$ cat config.mk
export PLATFORM = sky130hd
export DESIGN_NAME = mem_cell_mm
export DESIGN_NICKNAME = d
export VERILOG_FILES = /design/src/rtl/mem_cell_mm_pkg.sv /design/src/rtl/mem_cell_mm_array.sv /design/src/rtl/mem_cell_mm.sv
export SDC_FILE = /design/constraint.sdc
export NUM_CORES = 1
export LEC_CHECK = 0
export ABC_CLOCK_PERIOD_IN_PS = 6200
export CORE_AREA = 4 4 157 159
export CTS_CLUSTER_SIZE = 28
export DETAILED_ROUTE_END_ITERATION = 8
export DIE_AREA = 0 0 161 163
export PLACE_DENSITY = 0.82
export SLEW_MARGIN = 20
export SYNTH_ARGS = -nofsm -noshare
export SYNTH_HDL_FRONTEND = slang
export SYNTH_SLANG_ARGS = --single-unit
$ cat constraint.sdc
create_clock -name clk -period 6.2 [get_ports clk]
set_input_delay 0.62 -clock clk [delete_from_list [all_inputs] [get_ports clk]]
set_output_delay 0.62 -clock clk [all_outputs]
set_load 0.03 [all_outputs]
$ cat src/rtl/mem_cell_mm_pkg.sv
`default_nettype none
// ============================================================================
// Module   : mem_cell_mm_pkg
// Desc     : Shared mode and read/write opcode definitions for mem_cell_mm.
// Revision : 1.0 - initial release
// ============================================================================
package mem_cell_mm_pkg;

    typedef enum logic [2:0] {
        MODE_RAM  = 3'd0,
        MODE_FIFO = 3'd1,
        MODE_LIFO = 3'd2,
        MODE_RING = 3'd3
    } mode_e;

    localparam logic [1:0] RW_IDLE = 2'b00;
    localparam logic [1:0] RW_WR   = 2'b01;
    localparam logic [1:0] RW_RD   = 2'b10;
    localparam logic [1:0] RW_RDWR = 2'b11;

endpackage
`default_nettype wire

$ cat src/rtl/mem_cell_mm_array.sv
`default_nettype none
// ============================================================================
// Module   : mem_cell_mm_array
// Desc     : DEPTH x DATA_W register array, one write port, one registered
//            read port; a same-address read returns the pre-write word.
// Revision : 1.0 - initial release
// ============================================================================
module mem_cell_mm_array #(
    parameter int DATA_W = 32,
    parameter int DEPTH  = 8,
    parameter int ADDR_W = $clog2(DEPTH)
) (
    input  logic              clk,
    input  logic              rst,
    input  logic              i_we,
    input  logic [ADDR_W-1:0] i_waddr,
    input  logic [DATA_W-1:0] i_wdata,
    input  logic              i_re,
    input  logic [ADDR_W-1:0] i_raddr,
    output logic [DATA_W-1:0] o_rdata
);

    logic [DATA_W-1:0] r_mem [DEPTH];
    logic [DATA_W-1:0] r_rdata;

    // Storage is intentionally left out of reset.
    always_ff @(posedge clk) begin
        if (i_we) begin
            r_mem[i_waddr] <= i_wdata;
        end
    end

    always_ff @(posedge clk) begin
        if (rst) begin
            r_rdata <= '0;
        end else if (i_re) begin
            r_rdata <= r_mem[i_raddr];
        end
    end

    assign o_rdata = r_rdata;

endmodule
`default_nettype wire

$ cat src/rtl/mem_cell_mm.sv
`default_nettype none
// ============================================================================
// Module   : mem_cell_mm
// Desc     : Multi-mode storage cell (RAM / FIFO / LIFO / overwrite ring)
//            with chip select, occupancy count and error strobe.
// Revision : 1.0 - initial release
// ============================================================================
module mem_cell_mm
    import mem_cell_mm_pkg::*;
#(
    parameter int         DATA_W  = 32,
    parameter int         DEPTH   = 8,
    parameter logic [2:0] CHIP_ID = 3'b001,
    parameter int         ADDR_W  = $clog2(DEPTH)
) (
    input  logic              clk,
    input  logic              reset,
    input  logic [DATA_W-1:0] Din,
    input  logic [ADDR_W-1:0] addr,
    input  logic [2:0]        mode_in,
    input  logic [2:0]        chip_en,
    input  logic [1:0]        rw,
    output logic [DATA_W-1:0] Dout,
    output logic              dout_valid,
    output logic              full,
    output logic              empty,
    output logic [ADDR_W:0]   count,
    output logic              err
);

    localparam logic [ADDR_W:0]   c_full_cnt = (ADDR_W+1)'(DEPTH);
    localparam logic [ADDR_W:0]   c_cnt_one  = (ADDR_W+1)'(1);
    localparam logic [ADDR_W-1:0] c_ptr_one  = ADDR_W'(1);

    logic [2:0]        r_mode;
    logic [ADDR_W-1:0] r_wr_ptr;
    logic [ADDR_W-1:0] r_rd_ptr;
    logic [ADDR_W:0]   r_count;
    logic              r_dout_valid;
    logic              r_err;

    logic              w_sel;
    logic              w_flush;
    logic              w_queue_mode;
    logic              w_is_full;
    logic              w_is_empty;
    logic              w_wr_req;
    logic              w_rd_req;
    logic [ADDR_W-1:0] w_top;

    logic              w_rd_ok;
    logic              w_wr_ok;
    logic              w_we;
    logic [ADDR_W-1:0] w_waddr;
    logic              w_re;
    logic [ADDR_W-1:0] w_raddr;
    logic [ADDR_W-1:0] w_nxt_wr;
    logic [ADDR_W-1:0] w_nxt_rd;
    logic [ADDR_W:0]   w_nxt_cnt;
    logic              w_err;

    assign w_flush      = (mode_in != r_mode);
    assign w_sel        = !reset && (chip_en == CHIP_ID) && !w_flush;
    assign w_queue_mode = (r_mode == MODE_FIFO) || (r_mode == MODE_LIFO) ||
                          (r_mode == MODE_RING);
    assign w_is_full    = (r_count == c_full_cnt);
    assign w_is_empty   = (r_count == '0);
    assign w_wr_req     = (rw == RW_WR) || (rw == RW_RDWR);
    assign w_rd_req     = (rw == RW_RD) || (rw == RW_RDWR);
    // Wraps to DEPTH-1 when full, which is exactly the top-of-stack slot.
    assign w_top        = r_count[ADDR_W-1:0] - c_ptr_one;

    always_comb begin
        w_rd_ok   = 1'b0;
        w_wr_ok   = 1'b0;
        w_we      = 1'b0;
        w_waddr   = '0;
        w_re      = 1'b0;
        w_raddr   = '0;
        w_nxt_wr  = r_wr_ptr;
        w_nxt_rd  = r_rd_ptr;
        w_nxt_cnt = r_count;
        w_err     = 1'b0;
        if (w_sel) begin
            case (r_mode)
                MODE_RAM: begin
                    w_we    = w_wr_req;
                    w_waddr = addr;
                    w_re    = w_rd_req;
                    w_raddr = addr;
                end
                MODE_FIFO, MODE_RING: begin
                    w_rd_ok = w_rd_req && !w_is_empty;
                    w_wr_ok = w_wr_req &&
                              (!w_is_full || w_rd_ok || (r_mode == MODE_RING));
                    if (w_rd_ok) begin
                        w_re     = 1'b1;
                        w_raddr  = r_rd_ptr;
                        w_nxt_rd = r_rd_ptr + c_ptr_one;
                    end
                    if (w_wr_ok) begin
                        w_we     = 1'b1;
                        w_waddr  = r_wr_ptr;
                        w_nxt_wr = r_wr_ptr + c_ptr_one;
                        // Ring overwrite: the oldest entry is discarded.
                        if (w_is_full && !w_rd_ok) begin
                            w_nxt_rd = r_rd_ptr + c_ptr_one;
                        end
                    end
                end
                MODE_LIFO: begin
                    w_rd_ok = w_rd_req && !w_is_empty;
                    w_wr_ok = w_wr_req && (!w_is_full || w_rd_ok);
                    if (w_rd_ok) begin
                        w_re    = 1'b1;
                        w_raddr = w_top;
                    end
                    if (w_wr_ok) begin
                        w_we    = 1'b1;
                        w_waddr = w_rd_ok ? w_top : r_count[ADDR_W-1:0];
                    end
                end
                default: begin
                    w_err = (rw != RW_IDLE);
                end
            endcase
            if (w_queue_mode) begin
                w_err = (w_rd_req && w_is_empty) || (w_wr_req && !w_wr_ok);
                if (w_wr_ok && !w_rd_ok && !w_is_full) begin
                    w_nxt_cnt = r_count + c_cnt_one;
                end else if (w_rd_ok && !w_wr_ok) begin
                    w_nxt_cnt = r_count - c_cnt_one;
                end
            end
        end
    end

    always_ff @(posedge clk) begin
        if (reset) begin
            r_mode       <= MODE_RAM;
            r_wr_ptr     <= '0;
            r_rd_ptr     <= '0;
            r_count      <= '0;
            r_dout_valid <= 1'b0;
            r_err        <= 1'b0;
        end else begin
            r_dout_valid <= w_re;
            r_err        <= w_err;
            if (w_flush) begin
                r_mode   <= mode_in;
                r_wr_ptr <= '0;
                r_rd_ptr <= '0;
                r_count  <= '0;
            end else begin
                r_wr_ptr <= w_nxt_wr;
                r_rd_ptr <= w_nxt_rd;
                r_count  <= w_nxt_cnt;
            end
        end
    end

    mem_cell_mm_array #(
        .DATA_W (DATA_W),
        .DEPTH  (DEPTH),
        .ADDR_W (ADDR_W)
    ) u_array (
        .clk     (clk),
        .rst     (reset),
        .i_we    (w_we),
        .i_waddr (w_waddr),
        .i_wdata (Din),
        .i_re    (w_re),
        .i_raddr (w_raddr),
        .o_rdata (Dout)
    );

    assign dout_valid = r_dout_valid;
    assign err        = r_err;
    assign count      = r_count;
    assign full       = w_queue_mode && w_is_full;
    assign empty      = w_queue_mode && w_is_empty;

endmodule
`default_nettype wire

==> results.json <==
{
  "status": "finished, final reports clean",
  "postRouteAntennaNets": 0,
  "synth_cell_type_count": 66,
  "gr-usage-all-layers": 0.1935,
  "async_s_r_ff_share_synth": 0,
  "post_syn_nets": 818,
  "post-synth-top-area-fraction": 0.6341,
  "synth-main-ff-cell": "sky130_fd_sc_hd__edfxtp_1",
  "worst_slew_margin_rel": 0.3412,
  "ioPinCount": 85,
  "placementRows": 56,
  "mostFrequentLayoutCell": "sky130_fd_sc_hd__edfxtp_1",
  "pwr-share-clk": 0.405,
  "grt_start_max_net_pins": 78,
  "viasPerCell": 5.988,
  "timing.final.crit_period_ns": 4.302,
  "startpoint_type": "input port",
  "dr_total_vias": 7090,
  "layout.cells.most_common_list": "sky130_fd_sc_hd__edfxtp_1 (256), sky130_fd_sc_hd__mux2i_1 (91), sky130_fd_sc_hd__clkdlybuf4s50_1 (84)",
  "drv.max_cap_violation_count": 0,
  "synth-edff-count": 256,
  "drtPass1Iterations": 5,
  "die-height_um": 163,
  "whs_endpoint": "u_array.o_rdata[26]",
  "sum_of_negative_setup_slack_ns": 0,
  "worstMarginPinSlew_ns": 0.9859,
  "final_routed_drc_violation_total": 0,
  "worstSetupStartpoint": "reset",
  "timing.final.hold_violations": 0,
  "power_per_cell_area_nw_per_um2": 276.4,
  "report.final.setup_viol": 0,
  "via_count_of_the_first_global_routing_pass": 7145,
  "antenna_cells": 0,
  "period_share": 0.6939,
  "power.static_leakage_nw": 4.308,
  "worst-r2r-setup-slack_ns": 2.08,
  "intPower_w": 0.003145,
  "endpoint_kind_of_the_worst_setup_timing_path": "flip-flop",
  "synth-warning-count": 0,
  "die_width_um": 161,
  "synth.top_cells.by_area": "sky130_fd_sc_hd__edfxtp_1 (63%), sky130_fd_sc_hd__dfxtp_1 (7.8%), sky130_fd_sc_hd__mux2i_1 (7.5%)",
  "r2r_start": "count[0]",
  "hold_path.startpoint": "u_array.o_rdata[26]",
  "drt_first_iter_violations": 629,
  "min-delay-path-class": "flip-flop to flip-flop",
  "syn_avg_cell_area_um2": 15.87,
  "share_comb_of_total_power": 0.030,
  "worst-r2r-cell-count": 10,
  "antenna_found_initial": 0,
  "clk_transition_reported_paths_ns": 0.06,
  "postSynthCellCount": 764,
  "buffer_ports.inserted": 84,
  "worstSetupPathType": "input port to flip-flop",
  "footprint_of_the_multi_input_gates_um2": 3226,
  "nFillCells": 1683,
  "cts_tree": "yes",
  "worst-endpoint-required_ns": 6.42,
  "power.total_w": 0.003916,
  "layout.area.seq_um2": 8628,
  "sequentialPowerShare": 0.565,
  "skew_ns": 0.01060,
  "globalRoute.totalOverflow": 0,
  "seq_area_frac_synth": 0.7117,
  "finalWirelength_mm": 26.12,
  "postSynthRegisterBits": 303,
  "gp_congestion": 0.8275,
  "maxSlewViolCount": 0,
  "irDropWorstVdd_uv": 191.8,
  "hold-path-cell-count": 2,
  "floorplan.initialDensity": 0.5211,
  "h_tree_lvls": 1,
  "switching_share": 0.1969,
  "clock_tree.buffer_depth": 3,
  "critical_path_fanout_max": 23,
  "placeable_area_um2": 23260,
  "cts_root_buf": "sky130_fd_sc_hd__clkbuf_16",
  "crit-reg2reg-capture": "u_array.r_mem[3][31]",
  "cts_buffers": 28,
  "post_cts_hold_buffer_count": 0,
  "power.switching_w": 0.0007712,
  "rsz0062_at_grt": "no",
  "fmax_mhz": 232.4,
  "post-synth-top-area-cell": "sky130_fd_sc_hd__edfxtp_1",
  "detail_routed_net_length_per_standard_cell_um": 22.06,
  "crit_arrival_ns": 4.52,
  "clk-insertion-delay-late_ns": 0.53,
  "design.final.nets": 898,
  "layout-drive-gt1-share": 0.1006,
  "area_of_the_die_um2": 26240,
  "post_synth_instance_area_um2": 12120,
  "area_growth_syn_to_layout_pct": 16.87,
  "post_cts.repair.setup_buffers": 0,
  "dp_hpwl_mm": 15.67,
  "tritoncts_num_sinks": 303,
  "post_cts_resized": 0,
  "grt_pass1_wl_mm": 40.37
}
worst max-delay path: stages:
cell                              delay (ns)
sky130_fd_sc_hd__clkdlybuf4s50_1        0.52
sky130_fd_sc_hd__or4b_1                 0.53
sky130_fd_sc_hd__or4b_1                 0.91
sky130_fd_sc_hd__buf_4                  0.38
sky130_fd_sc_hd__nor3_1                 0.25
sky130_fd_sc_hd__nand2_1                0.23
sky130_fd_sc_hd__nor2_2                 0.69
sky130_fd_sc_hd__buf_4                  0.38
synthesized netlist by cell type (2+ instances only):
master	n
sky130_fd_sc_hd__a2111o_1	2
sky130_fd_sc_hd__a21o_1	2
sky130_fd_sc_hd__a21oi_1	34
sky130_fd_sc_hd__a221o_1	30
sky130_fd_sc_hd__a31oi_1	2
sky130_fd_sc_hd__a41oi_1	2
sky130_fd_sc_hd__and2_1	2
sky130_fd_sc_hd__and2b_1	2
sky130_fd_sc_hd__and3_1	2
sky130_fd_sc_hd__buf_2	10
sky130_fd_sc_hd__buf_4	2
sky130_fd_sc_hd__buf_6	11
sky130_fd_sc_hd__clkbuf_1	30
sky130_fd_sc_hd__dfxtp_1	47
sky130_fd_sc_hd__edfxtp_1	256
sky130_fd_sc_hd__ha_1	8
sky130_fd_sc_hd__inv_1	9
sky130_fd_sc_hd__mux2_2	4
sky130_fd_sc_hd__mux2i_1	91
sky130_fd_sc_hd__nand2_1	15
sky130_fd_sc_hd__nand2b_1	6
sky130_fd_sc_hd__nand3_1	5
sky130_fd_sc_hd__nand3b_1	2
sky130_fd_sc_hd__nor2_1	25
sky130_fd_sc_hd__nor2_2	2
sky130_fd_sc_hd__nor2b_1	3
sky130_fd_sc_hd__nor3_1	9
sky130_fd_sc_hd__nor3b_1	3
sky130_fd_sc_hd__nor4_2	2
sky130_fd_sc_hd__o2111ai_1	2
sky130_fd_sc_hd__o211ai_1	33
sky130_fd_sc_hd__o21ai_0	5
sky130_fd_sc_hd__o221ai_1	30
sky130_fd_sc_hd__or3_1	30
sky130_fd_sc_hd__or3b_2	2
sky130_fd_sc_hd__or4b_1	3
sky130_fd_sc_hd__xnor2_1	5
sky130_fd_sc_hd__xor2_1	8
state kept, by name, indices dropped and copies added, names as in the netlist:
signal,cells
count,4
dout_valid,1
err,1
r_mode,3
r_rd_ptr,3
r_wr_ptr,3
u_array.o_rdata,32
u_array.r_mem,256
logic make-up after synthesis:
logic type      count (synthesis)  share of synthesized area
fa+ha+maj                       9                   0.009909
mux                            96                    0.08071
compound gates                154                    0.09888
flops                         303                     0.7117
xor+xnor                       13                   0.009392
buf+inv                        63                    0.02797
simple gates                  126                    0.06141
area by class of cell:
type | instances | area share
multi-input combinational | 398 | 0.2277
sequential | 303 | 0.6090
timing repair buffer | 104 | 0.07312
inverter | 9 | 0.002384
clock buffer | 44 | 0.05731
tap | 319 | 0.02817
clock inverter | 7 | 0.002384
metrics by stage:
step                      hold slack (ns)  cells  cell area [um2]    util  setup slack (ns)
after floorplan                    0.4795    764            12120       -            0.1903
after global placement             0.4526   1131            13280  0.5707             1.417
after detailed placement           0.4666   1131            13280  0.5707             1.295
after CTS                          0.4801   1182            14120  0.6070             1.811
after global routing               0.5039   1184            14170  0.6091             1.646
final                              0.4697   1184            14170  0.6091             1.898
power by group through the flow:
stage	Sequential [W]	Combinational (W)	Clock (W)
finish	0.00221	0.000119	0.00159
global route	0.00221	0.000127	0.00170
CTS	0.00221	0.000118	0.00160
detailed placement	0.00225	0.000117	0
global placement	0.00225	0.000113	0
floorplan	0.00225	0.0000490	0
per-layer routing:
metal | part of all wire | up-vias | GRT usage
met5 | 0 | - | 0
met1 | 0.42 | 3533 | 0.2656
met3 | 0.069 | 37 | 0.03569
met4 | 0.017 | 0 | 0.04886
li1 | - | 3212 | -
met2 | 0.50 | 308 | 0.3239
worst max-delay path by stage:
stage,endpoint,slack (ns),depth (start not counted)
6_report,u_array.r_mem[3][31],1.90,8
5_1_grt,u_array.r_mem[3][31],1.65,8
4_1_cts,u_array.r_mem[0][18],1.81,6
3_5_place_dp,u_array.r_mem[0][16],1.29,6
3_3_place_gp,u_array.r_mem[0][20],1.42,6
2_1_floorplan,u_array.r_mem[5][0],0.19,10
(Power assumes the default switching activity.)
